===== config.mk =====
export PLATFORM = sky130hd
export DESIGN_NAME = s7_stoper_ctrl
export DESIGN_NICKNAME = d
export VERILOG_FILES = /design/src/rtl/s7_stoper_ctrl.sv
export SDC_FILE = /design/constraint.sdc
export NUM_CORES = 1
export LEC_CHECK = 0
export CAP_MARGIN = 20
export CORE_ASPECT_RATIO = 0.7
export CORE_MARGIN = 2
export CORE_UTILIZATION = 35
export DETAILED_ROUTE_END_ITERATION = 10
export SETUP_SLACK_MARGIN = 0.02
export SYNTH_ARGS = -nofsm -noshare
export SYNTH_HDL_FRONTEND = slang
export SYNTH_SLANG_ARGS = --single-unit
export TNS_END_PERCENT = 5

===== constraint.sdc =====
create_clock -name i_clk -period 2.9 [get_ports i_clk]
set_input_delay 0.58 -clock i_clk [delete_from_list [all_inputs] [get_ports i_clk]]
set_output_delay 0.58 -clock i_clk [all_outputs]
set_load 0.01 [all_outputs]

===== src/rtl/s7_stoper_ctrl.sv =====
// s7_stoper_ctrl
//   Stopwatch with start/stop, lap-freeze and clear buttons. It holds a BCD time
//   counter (hundredths, seconds, minutes, hours), a control FSM, a 1/100 s tick
//   prescaler and a digit scanner for a multiplexed 7-segment display.
// Ports
//   i_clk           system clock
//   i_rst           asynchronous reset, active-low
//   i_start_stop    start/stop button (async level, acts on rising edge)
//   i_lap           lap button (async level, acts on rising edge)
//   i_clear         clear button (async level, acts on rising edge)
//   o_segments      segments {g,f,e,d,c,b,a}, active-high
//   o_segments_sel  one-hot digit select, active-high
//   o_bcd_time      displayed BCD value, digit k at [4k+3:4k]
//   o_running       high in RUN or LAP
//   o_lap_active    high in LAP (display frozen)
//   o_overflow      one-cycle pulse when the counter wraps to all-zero
module s7_stoper_ctrl #(
  parameter int DISPLAYS_NUM = 6,
  parameter int TICK_DIV     = 500000,
  parameter int SCAN_DIV     = 50000
) (
  input  logic                      i_clk,
  input  logic                      i_rst,
  input  logic                      i_start_stop,
  input  logic                      i_lap,
  input  logic                      i_clear,
  output logic [6:0]                o_segments,
  output logic [DISPLAYS_NUM-1:0]   o_segments_sel,
  output logic [4*DISPLAYS_NUM-1:0] o_bcd_time,
  output logic                      o_running,
  output logic                      o_lap_active,
  output logic                      o_overflow
);

  localparam int NW = 4 * DISPLAYS_NUM;
  localparam int PW = $clog2(TICK_DIV);
  localparam int SW = $clog2(SCAN_DIV);
  localparam int IW = $clog2(DISPLAYS_NUM);
  localparam logic [PW-1:0] PRESC_LAST = PW'(TICK_DIV - 1);
  localparam logic [SW-1:0] SCAN_LAST  = SW'(SCAN_DIV - 1);
  localparam logic [IW-1:0] IDX_LAST   = IW'(DISPLAYS_NUM - 1);

  typedef enum logic [1:0] {IDLE, RUN, LAP, STOP} state_t;

  // ---------------------------------------------------------------------------
  // Button synchronisers and edge detect. Bit order {clear, lap, start_stop}.
  // The event is registered so an input edge reaches the FSM at edge k+3.
  // ---------------------------------------------------------------------------
  logic [2:0] meta_q, sync_q, prev_q, evt_q;

  always_ff @(posedge i_clk or negedge i_rst) begin
    if (!i_rst) begin
      meta_q <= '0;
      sync_q <= '0;
      prev_q <= '0;
      evt_q  <= '0;
    end else begin
      meta_q <= {i_clear, i_lap, i_start_stop};
      sync_q <= meta_q;
      prev_q <= sync_q;
      evt_q  <= sync_q & ~prev_q;
    end
  end

  logic ss_evt, lap_evt, clr_evt;
  assign ss_evt  = evt_q[0];
  assign lap_evt = evt_q[1];
  assign clr_evt = evt_q[2];

  // ---------------------------------------------------------------------------
  // Control FSM with registered status outputs and the lap capture register.
  // ---------------------------------------------------------------------------
  state_t        state_q;
  logic          running_q, lap_active_q;
  logic [NW-1:0] lap_q, cnt_q;

  always_ff @(posedge i_clk or negedge i_rst) begin
    if (!i_rst) begin
      state_q      <= IDLE;
      running_q    <= 1'b0;
      lap_active_q <= 1'b0;
      lap_q        <= '0;
    end else begin
      case (state_q)
        IDLE: begin
          if (ss_evt) begin
            state_q   <= RUN;
            running_q <= 1'b1;
          end
        end
        RUN: begin
          if (ss_evt) begin
            state_q   <= STOP;
            running_q <= 1'b0;
          end else if (lap_evt) begin
            state_q      <= LAP;
            lap_active_q <= 1'b1;
            lap_q        <= cnt_q;
          end
        end
        LAP: begin
          if (ss_evt) begin
            state_q      <= STOP;
            running_q    <= 1'b0;
            lap_active_q <= 1'b0;
          end else if (lap_evt) begin
            state_q      <= RUN;
            lap_active_q <= 1'b0;
          end
        end
        STOP: begin
          // clear outranks start_stop when both arrive together
          if (clr_evt) begin
            state_q <= IDLE;
          end else if (ss_evt) begin
            state_q   <= RUN;
            running_q <= 1'b1;
          end
        end
        default: begin
          state_q      <= IDLE;
          running_q    <= 1'b0;
          lap_active_q <= 1'b0;
        end
      endcase
    end
  end

  // ---------------------------------------------------------------------------
  // Prescaler and BCD time counter. The carry ripples through every digit in
  // one cycle; the carry out of the top digit marks the wrap to all-zero.
  // ---------------------------------------------------------------------------
  logic [PW-1:0]         presc_q;
  logic                  overflow_q;
  logic                  counting, tick, clear_now;
  logic [DISPLAYS_NUM:0] carry;
  logic [NW-1:0]         cnt_inc;

  assign counting  = (state_q == RUN) || (state_q == LAP);
  assign tick      = counting && (presc_q == PRESC_LAST);
  assign clear_now = (state_q == STOP) && clr_evt;
  assign carry[0]  = tick;

  for (genvar gi = 0; gi < DISPLAYS_NUM; gi++) begin : g_digit
    // tens-of-seconds and tens-of-minutes stop at 5, every other digit at 9
    localparam logic [3:0] DMAX = ((gi == 3) || (gi == 5)) ? 4'd5 : 4'd9;
    logic [3:0] d;
    assign d            = cnt_q[4*gi +: 4];
    assign carry[gi+1]  = carry[gi] && (d == DMAX);
    assign cnt_inc[4*gi +: 4] = !carry[gi]  ? d     :
                                (d == DMAX) ? 4'd0  : d + 4'd1;
  end

  always_ff @(posedge i_clk or negedge i_rst) begin
    if (!i_rst) begin
      presc_q    <= '0;
      cnt_q      <= '0;
      overflow_q <= 1'b0;
    end else begin
      overflow_q <= carry[DISPLAYS_NUM];
      if (clear_now) begin
        presc_q <= '0;
        cnt_q   <= '0;
      end else if (counting) begin
        presc_q <= (presc_q == PRESC_LAST) ? '0 : presc_q + 1'b1;
        if (tick) cnt_q <= cnt_inc;
      end
    end
  end

  // ---------------------------------------------------------------------------
  // Displayed value and digit scanner. Select and segment data load on the
  // same edge from the same index, so they never disagree.
  // ---------------------------------------------------------------------------
  logic [NW-1:0]           bcd_q;
  logic [SW-1:0]           scan_q;
  logic [IW-1:0]           idx_q;
  logic [DISPLAYS_NUM-1:0] sel_q;
  logic [6:0]              seg_q;
  logic [3:0]              disp_digit [DISPLAYS_NUM];

  for (genvar gi = 0; gi < DISPLAYS_NUM; gi++) begin : g_disp
    assign disp_digit[gi] = bcd_q[4*gi +: 4];
  end

  function automatic logic [6:0] seg_decode(input logic [3:0] d);
    case (d)
      4'd0:    seg_decode = 7'h3F;
      4'd1:    seg_decode = 7'h06;
      4'd2:    seg_decode = 7'h5B;
      4'd3:    seg_decode = 7'h4F;
      4'd4:    seg_decode = 7'h66;
      4'd5:    seg_decode = 7'h6D;
      4'd6:    seg_decode = 7'h7D;
      4'd7:    seg_decode = 7'h07;
      4'd8:    seg_decode = 7'h7F;
      4'd9:    seg_decode = 7'h6F;
      default: seg_decode = 7'h00;
    endcase
  endfunction

  always_ff @(posedge i_clk or negedge i_rst) begin
    if (!i_rst) begin
      bcd_q  <= '0;
      scan_q <= '0;
      idx_q  <= '0;
      sel_q  <= '0;
      seg_q  <= 7'h00;
    end else begin
      bcd_q <= (state_q == LAP) ? lap_q : cnt_q;
      if (scan_q == SCAN_LAST) begin
        scan_q <= '0;
        sel_q  <= DISPLAYS_NUM'(1) << idx_q;
        seg_q  <= seg_decode(disp_digit[idx_q]);
        idx_q  <= (idx_q == IDX_LAST) ? '0 : idx_q + 1'b1;
      end else begin
        scan_q <= scan_q + 1'b1;
      end
    end
  end

  assign o_segments     = seg_q;
  assign o_segments_sel = sel_q;
  assign o_bcd_time     = bcd_q;
  assign o_running      = running_q;
  assign o_lap_active   = lap_active_q;
  assign o_overflow     = overflow_q;

endmodule


==> flow_metrics.py, run 1 <==
metrics = {
    "detailed_routing": {
        "detail_route.drc_violations": 0,
        "viasPerCell": 5.196,
        "drt_iter0_drc": 331,
        "postRouteAntennaNets": 0,
        "totalWireLength_um": 14840,
        "dr.pass1.iters": 5,
        "vias": 4765,
        "wl_per_cell_um": 16.18,
    },
    "critical_path": {
        "critPathTopFamily": "compound AO/OA/AOI/OAI gates",
        "crit_fanout": 15,
        "reg2reg_slack_ps": 360,
        "crit_type": "flop to flop",
        "crit_cells": 8,
        "worstPathRequired_ps": 3260,
        "critPathBufInv": 1,
        "crit_path_max_incr_delay_ps": 690,
        "critPathLaunchType": "flop",
        "path_cells": "nand2b_1 > o22ai_1 > or2_2 > inv_1 > ha_1 > nor3_1 > a2111oi_0 > a211o_1",
        "critPathSlowestCell": "dfrtp_1",
        "r2r_start": "idx_q[1]",
        "r2r_cells": 8,
        "r2r_end": "o_segments[5]",
        "cp-end-kind": "flop",
        "arrival_ps": 2900,
    },
    "timing": {
        "period_share_pct": 87.69,
        "finalSetupViolCount": 0,
        "fin_skew_ps": 10.81,
        "grt_setup_unrepaired": "false",
        "slew_violations": 0,
        "relSlewSlack_pct": 42.30,
        "hold_viol": 0,
        "setup_tns_ps": 0,
        "max_slew.worst_pin.slew_ps": 857.6,
        "layout_min_cycle_time_ps": 2543,
        "fmax_mhz": 393.2,
    },
    "global_route": {
        "grt_usage_pct": 15.67,
        "grt_max_degree": 67,
        "grt_overflow": 0,
        "antenna_found_initial": 0,
        "grt_first_pass_wirelength_um": 24900,
        "grt_pass1_vias": 4912,
    },
    "die": {
        "core-area_um2": 18810,
        "die_y_um": 119.8,
        "die-width_um": 169.4,
        "start_util_pct": 35.63,
        "die_area_um2": 20290,
        "rows": 42,
        "ios": 45,
    },
    "clock_network": {
        "clk_latency_ps": 420,
        "cts_setup_buffers": 0,
        "clock_path_buffers": 2,
        "cts.clk_slew.worst_paths_ps": 70,
        "clkSinkCount": 140,
        "cts.hold.buffers_added": 0,
        "cts_buffers": 17,
        "cts_resized": 0,
        "cts_tree": "done",
        "cts.htree.levels": 4,
        "cts_root_buf": "clkbuf_16",
    },
    "logic_synthesis": {
        "syn_inst": 617,
        "yosysWarnings": 0,
        "synthesis.area_um2": 6704,
        "synth.avg_cell_area_um2": 10.87,
        "synth_edf_count": 0,
        "synthFlopType": "dfrtp_1",
        "syn_nets": 647,
        "synth_cell_types": 63,
        "yosysSeqAreaShare_pct": 52.26,
        "ys_seq_elements": 140,
        "async_flop_share_pct": 100.0,
    },
    "hold_path": {
        "worst_hold_path_type": "input pin to asynchronous set/reset pin",
    },
    "pwr": {
        "comb_power_share_pct": 13.9,
        "p_seq_share_pct": 42.6,
        "irDropWorstVdd_v": 0.0004009,
        "internal_power_mw": 3.625,
        "pwr-share-clk_pct": 43.5,
        "powerDensity_nw_per_um2": 637.9,
        "p_leak_nw": 3.565,
        "power_switching_mw": 1.483,
        "switching_share_pct": 29.02,
    },
    "finish": {
        "layout_commonest_cell": "dfrtp_1",
        "finalNetCount": 692,
        "seqCellArea_um2": 3503,
        "drive_gt1_share_pct": 13.93,
        "area_growth_pct": 19.45,
        "final_cell_mix": "dfrtp_1, nand2_1, nor2_1",
        "multiInputGateArea_um2": 3012,
        "nFillCells": 1734,
        "fin_area_um2": 8008,
        "n_antenna_cell": 0,
    },
    "placed_design": {
        "place.gp.congestion": 0.8528,
        "post_dp_cell_area_um2": 7407,
        "dp_hpwl_um": 10530,
        "io_buffers": 44,
    },
    "outcome": {
        "status": "complete, no violations",
    },
    "flow_run": {
        "max-cap-violations": 0,
    },
}
[cell usage after synthesis, drive strengths merged, types with 16 or more instances]
| cell | count | area share (%) |
|---|---|---|
| dfrtp | 140 | 52 |
| nand2 | 56 | 3.1 |
| nor2 | 45 | 2.8 |
| o21ai | 36 | 2.7 |
| mux2 | 35 | 5.9 |
| nand3 | 28 | 2.2 |
| ha | 25 | 4.7 |
| a21oi | 20 | 1.5 |
| inv | 20 | 1.1 |
| clkbuf | 19 | 1.1 |
| nor3 | 17 | 1.7 |
| xor2 | 16 | 2.1 |
[kinds of logic (layout without fill, tap and decap cells)]
| family | after synthesis | after routing | synth area share, % |
|---|---|---|---|
| AO/OA/AOI/OAI | 98 | 98 | 9.146 |
| buffers and inverters | 46 | 104 | 2.818 |
| flip-flops | 140 | 140 | 52.26 |
| AND/OR/NAND/NOR | 229 | 229 | 19.04 |
| adder cells (fa/ha/maj) | 25 | 25 | 4.666 |
| XOR/XNOR | 30 | 30 | 3.919 |
| multiplexers | 49 | 49 | 8.156 |
[state kept, by name (all words and copies together), names as in the netlist, 6 cells and up]
name and flops:
cnt_q 24, lap_q 24, o_bcd_time 24, presc_q 19, scan_q 16, o_segments 7, o_segments_sel 6
[power by group through the flow]
stage	Sequential, mW	Combinational, mW	Clock (mW)
after floorplan	2.19	0.486	0
after global placement	2.20	0.693	0
after detailed placement	2.21	0.715	0
after CTS	2.17	0.720	2.28
after global routing	2.19	0.799	2.37
final	2.18	0.709	2.22
[stage by stage]
step	worst slack (ps)	hold WS (ps)	total power [mW]	utilization [%]	cells
floorplan	546.9	284.4	2.672	-	617
global placement	541.4	334.8	2.896	39.37	885
detailed placement	384.4	337.1	2.924	39.37	885
CTS	384.1	174.3	5.173	42.56	917
global route	197.2	190.1	5.360	42.56	917
finish	357.0	153.0	5.108	42.56	917
[how the worst max path moves through the flow]
stage               slack, ps       endpoint       start
global placement          540      cnt_q[18]  state_q[0]
global route              200      cnt_q[19]  state_q[0]
detailed placement        380  o_segments[5]    idx_q[1]
finish                    360  o_segments[5]    idx_q[1]
CTS                       380  o_segments[5]    idx_q[1]
floorplan                 550  o_segments[3]    idx_q[0]
[routing by layer]
metal | wire (um) | track usage [%] | part of all wire (%)
met1 | 7582 | 22.85 | 51
met2 | 6398 | 22.63 | 43
met3 | 700 | 4.123 | 4.7
met4 | 157 | 5.182 | 1.1
met5 | 0 | 0 | 0
[cell type report]
| class | count | share of cell area, % |
|---|---|---|
| Timing Repair Buffer | 52 | 6.422 |
| Inverter | 20 | 0.9375 |
| Tap cell | 242 | 3.781 |
| Multi-Input combinational cell | 431 | 37.61 |
| Sequential cell | 140 | 43.75 |
| Clock buffer | 17 | 5.313 |
| Clock inverter | 15 | 2.188 |
No activity file was read; power rests on OpenSTA's default activity.
==> run 2, diff against run 1 <==
--- a/config.mk
+++ b/config.mk
@@ -5,12 +5,12 @@
 export SDC_FILE = /design/constraint.sdc
 export NUM_CORES = 1
 export LEC_CHECK = 0
-export CAP_MARGIN = 20
 export CORE_ASPECT_RATIO = 0.7
 export CORE_MARGIN = 2
 export CORE_UTILIZATION = 35
 export DETAILED_ROUTE_END_ITERATION = 10
 export SETUP_SLACK_MARGIN = 0.02
+export SLEW_MARGIN = 10
 export SYNTH_ARGS = -nofsm -noshare
 export SYNTH_HDL_FRONTEND = slang
 export SYNTH_SLANG_ARGS = --single-unit
==> results of run 2 <==
Same layout as run 1: the final DEF is identical, and so are final timing and power.
==> run 3, diff against run 2 <==
--- a/config.mk
+++ b/config.mk
@@ -6,10 +6,11 @@
 export NUM_CORES = 1
 export LEC_CHECK = 0
 export CORE_ASPECT_RATIO = 0.7
-export CORE_MARGIN = 2
 export CORE_UTILIZATION = 35
 export DETAILED_ROUTE_END_ITERATION = 10
+export DONT_BUFFER_PORTS = 1
 export SETUP_SLACK_MARGIN = 0.02
+export SKIP_LAST_GASP = 1
 export SLEW_MARGIN = 10
 export SYNTH_ARGS = -nofsm -noshare
 export SYNTH_HDL_FRONTEND = slang
==> run 3 against run 2 <==
Against the previous run: the flow now finishes with violations (hold timing); utilization down 1.5 points; sequential share of layout area rose by 2.7 points; via count is 4.2% lower; routed wire length fell by 5.1%; worst setup slack better by 51 ps; clock power decreased by 3%; clock skew decreased by 1.3 ps; hold slack got worse by 310 ps; combinational power fell by 11%; register-to-register slack better by 50 ps; critical path type unchanged; highest routed layer unchanged.
==> flow_metrics.py, run 3 (synthesized netlist as in run 1, its figures left out) <==
metrics = {
    "outcome": {
        "status": "finished, violations left",
        "violations": "hold timing",
    },
    "clock_network": {
        "cts_setup_buffers": 0,
        "clock_path_buffers": 2,
        "clk_latency_ps": 420,
        "cts.clk_slew.worst_paths_ps": 60,
        "clkSinkCount": 140,
        "cts.htree.levels": 4,
        "cts_tree": "done",
        "cts_root_buf": "clkbuf_16",
        "cts_buffers": 17,
        "cts_resized": 0,
    },
    "detailed_routing": {
        "routed.top_layer": "met4",
        "wl_met1_um": 7117,
        "postRouteAntennaNets": 0,
        "totalWireLength_um": 14080,
        "wl_per_cell_um": 16.22,
        "vias": 4563,
        "dr_wl_met3_um": 868,
        "viasPerCell": 5.257,
        "dr.pass1.iters": 4,
        "detail_route.drc_violations": 0,
        "met2WireLength_um": 6022,
        "drt_iter0_drc": 303,
    },
    "timing": {
        "max_slew.worst_pin.slew_ps": 774.9,
        "layout_min_cycle_time_ps": 2492,
        "period_share_pct": 85.93,
        "hold_slack_ps": -154.0,
        "fmax_mhz": 401.3,
        "finalSetupViolCount": 0,
        "hold_viol": 140,
        "fin_skew_ps": 9.560,
        "slew_violations": 0,
        "setup_tns_ps": 0,
        "grt_setup_unrepaired": "false",
        "relSlewSlack_pct": 47.87,
    },
    "critical_path": {
        "r2r_end": "cnt_q[18]",
        "crit_fanout": 13,
        "worstPathRequired_ps": 3240,
        "arrival_ps": 2830,
        "reg2reg_slack_ps": 410,
        "critPathLaunchType": "flop",
        "crit_type": "flop to flop",
        "r2r_cells": 7,
        "cp-end-kind": "flop",
        "r2r_start": "state_q[0]",
    },
    "die": {
        "ios": 45,
        "rows": 41,
        "die-width_um": 167.4,
        "die_y_um": 117.8,
        "core-area_um2": 18370,
        "start_util_pct": 36.50,
        "die_area_um2": 19720,
    },
    "global_route": {
        "grt_pass1_vias": 4524,
        "grt_overflow": 0,
        "grt_max_degree": 141,
        "antenna_found_initial": 0,
        "grt_usage_pct": 15.41,
        "grt_first_pass_wirelength_um": 23870,
    },
    "flow_run": {
        "max-cap-violations": 0,
    },
    "finish": {
        "drive_gt1_share_pct": 14.72,
        "finalNetCount": 649,
        "area_growth_pct": 12.49,
        "final_cell_mix": "dfrtp_1, nand2_1, nor2_1",
        "layout_commonest_cell": "dfrtp_1",
        "n_antenna_cell": 0,
        "finish.utilization_pct": 41.06,
    },
    "pwr": {
        "powerDensity_nw_per_um2": 659.7,
        "irDropWorstVdd_v": 0.0004136,
        "p_leak_nw": 3.397,
    },
    "hold_path": {
        "worst_hold_path_type": "input pin to asynchronous set/reset pin",
    },
    "placed_design": {
        "dp_hpwl_um": 9838,
        "place.gp.congestion": 0.8616,
        "io_buffers": 0,
    },
}
-- run 3: critical path: stages, from the launching register on --
cell,delay (ps)
dfrtp_1,410
inv_1,90
ha_1,480
inv_1,180
nor3_4,320
nand3_2,240
or4_1,550
a21oi_1,150
-- run 3: worst max path at each step --
stage                     from             to  slack (ps)  cells past startpoint
finish              state_q[0]      cnt_q[18]         410                      7
CTS                 state_q[0]      cnt_q[18]         420                      7
detailed placement  state_q[0]      cnt_q[18]         440                      7
floorplan             idx_q[0]  o_segments[3]         550                      7
global route        state_q[0]      cnt_q[18]         220                      7
global placement    state_q[0]      cnt_q[18]         530                      7
-- run 3: cell type report --
type | count | area [um^2]
Tap cell | 236 | 295.3
Fill cell | 1744 | 10820
Inverter | 20 | 75.07
Multi-Input combinational cell | 431 | 3012
Clock buffer | 18 | 429.2
Timing Repair Buffer | 9 | 67.56
Sequential cell | 140 | 3503
Clock inverter | 14 | 158.9
-- run 3: power by group --
part	total [mW]	switching, mW	internal [mW]
sequential	2.19	0.132	2.06
combinational	0.628	0.381	0.247
clock	2.16	0.876	1.28
total	4.98	1.39	3.59
-- run 3: routing by layer --
layer | up-vias | track usage (%)
met5 | - | 0
met4 | 0 | 4.071
met3 | 4 | 5.447
met2 | 94 | 21.48
met1 | 2265 | 22.36
li1 | 2200 | -
-- run 3: per-stage QoR --
| stage | hold WS [ps] | std cells | setup slack [ps] | cell area [um^2] | power (mW) |
|---|---|---|---|---|---|
| after detailed placement | 288.2 | 836 | 437.9 | 6953 | 2.845 |
| after global routing | -183.1 | 868 | 215.4 | 7541 | 5.224 |
| after CTS | -175.5 | 868 | 415.7 | 7541 | 5.046 |
| after floorplan | 284.4 | 617 | 546.9 | 6704 | 2.672 |
| after global placement | 287.4 | 836 | 527.2 | 6953 | 2.822 |
| final | -154.0 | 868 | 407.9 | 7541 | 4.975 |
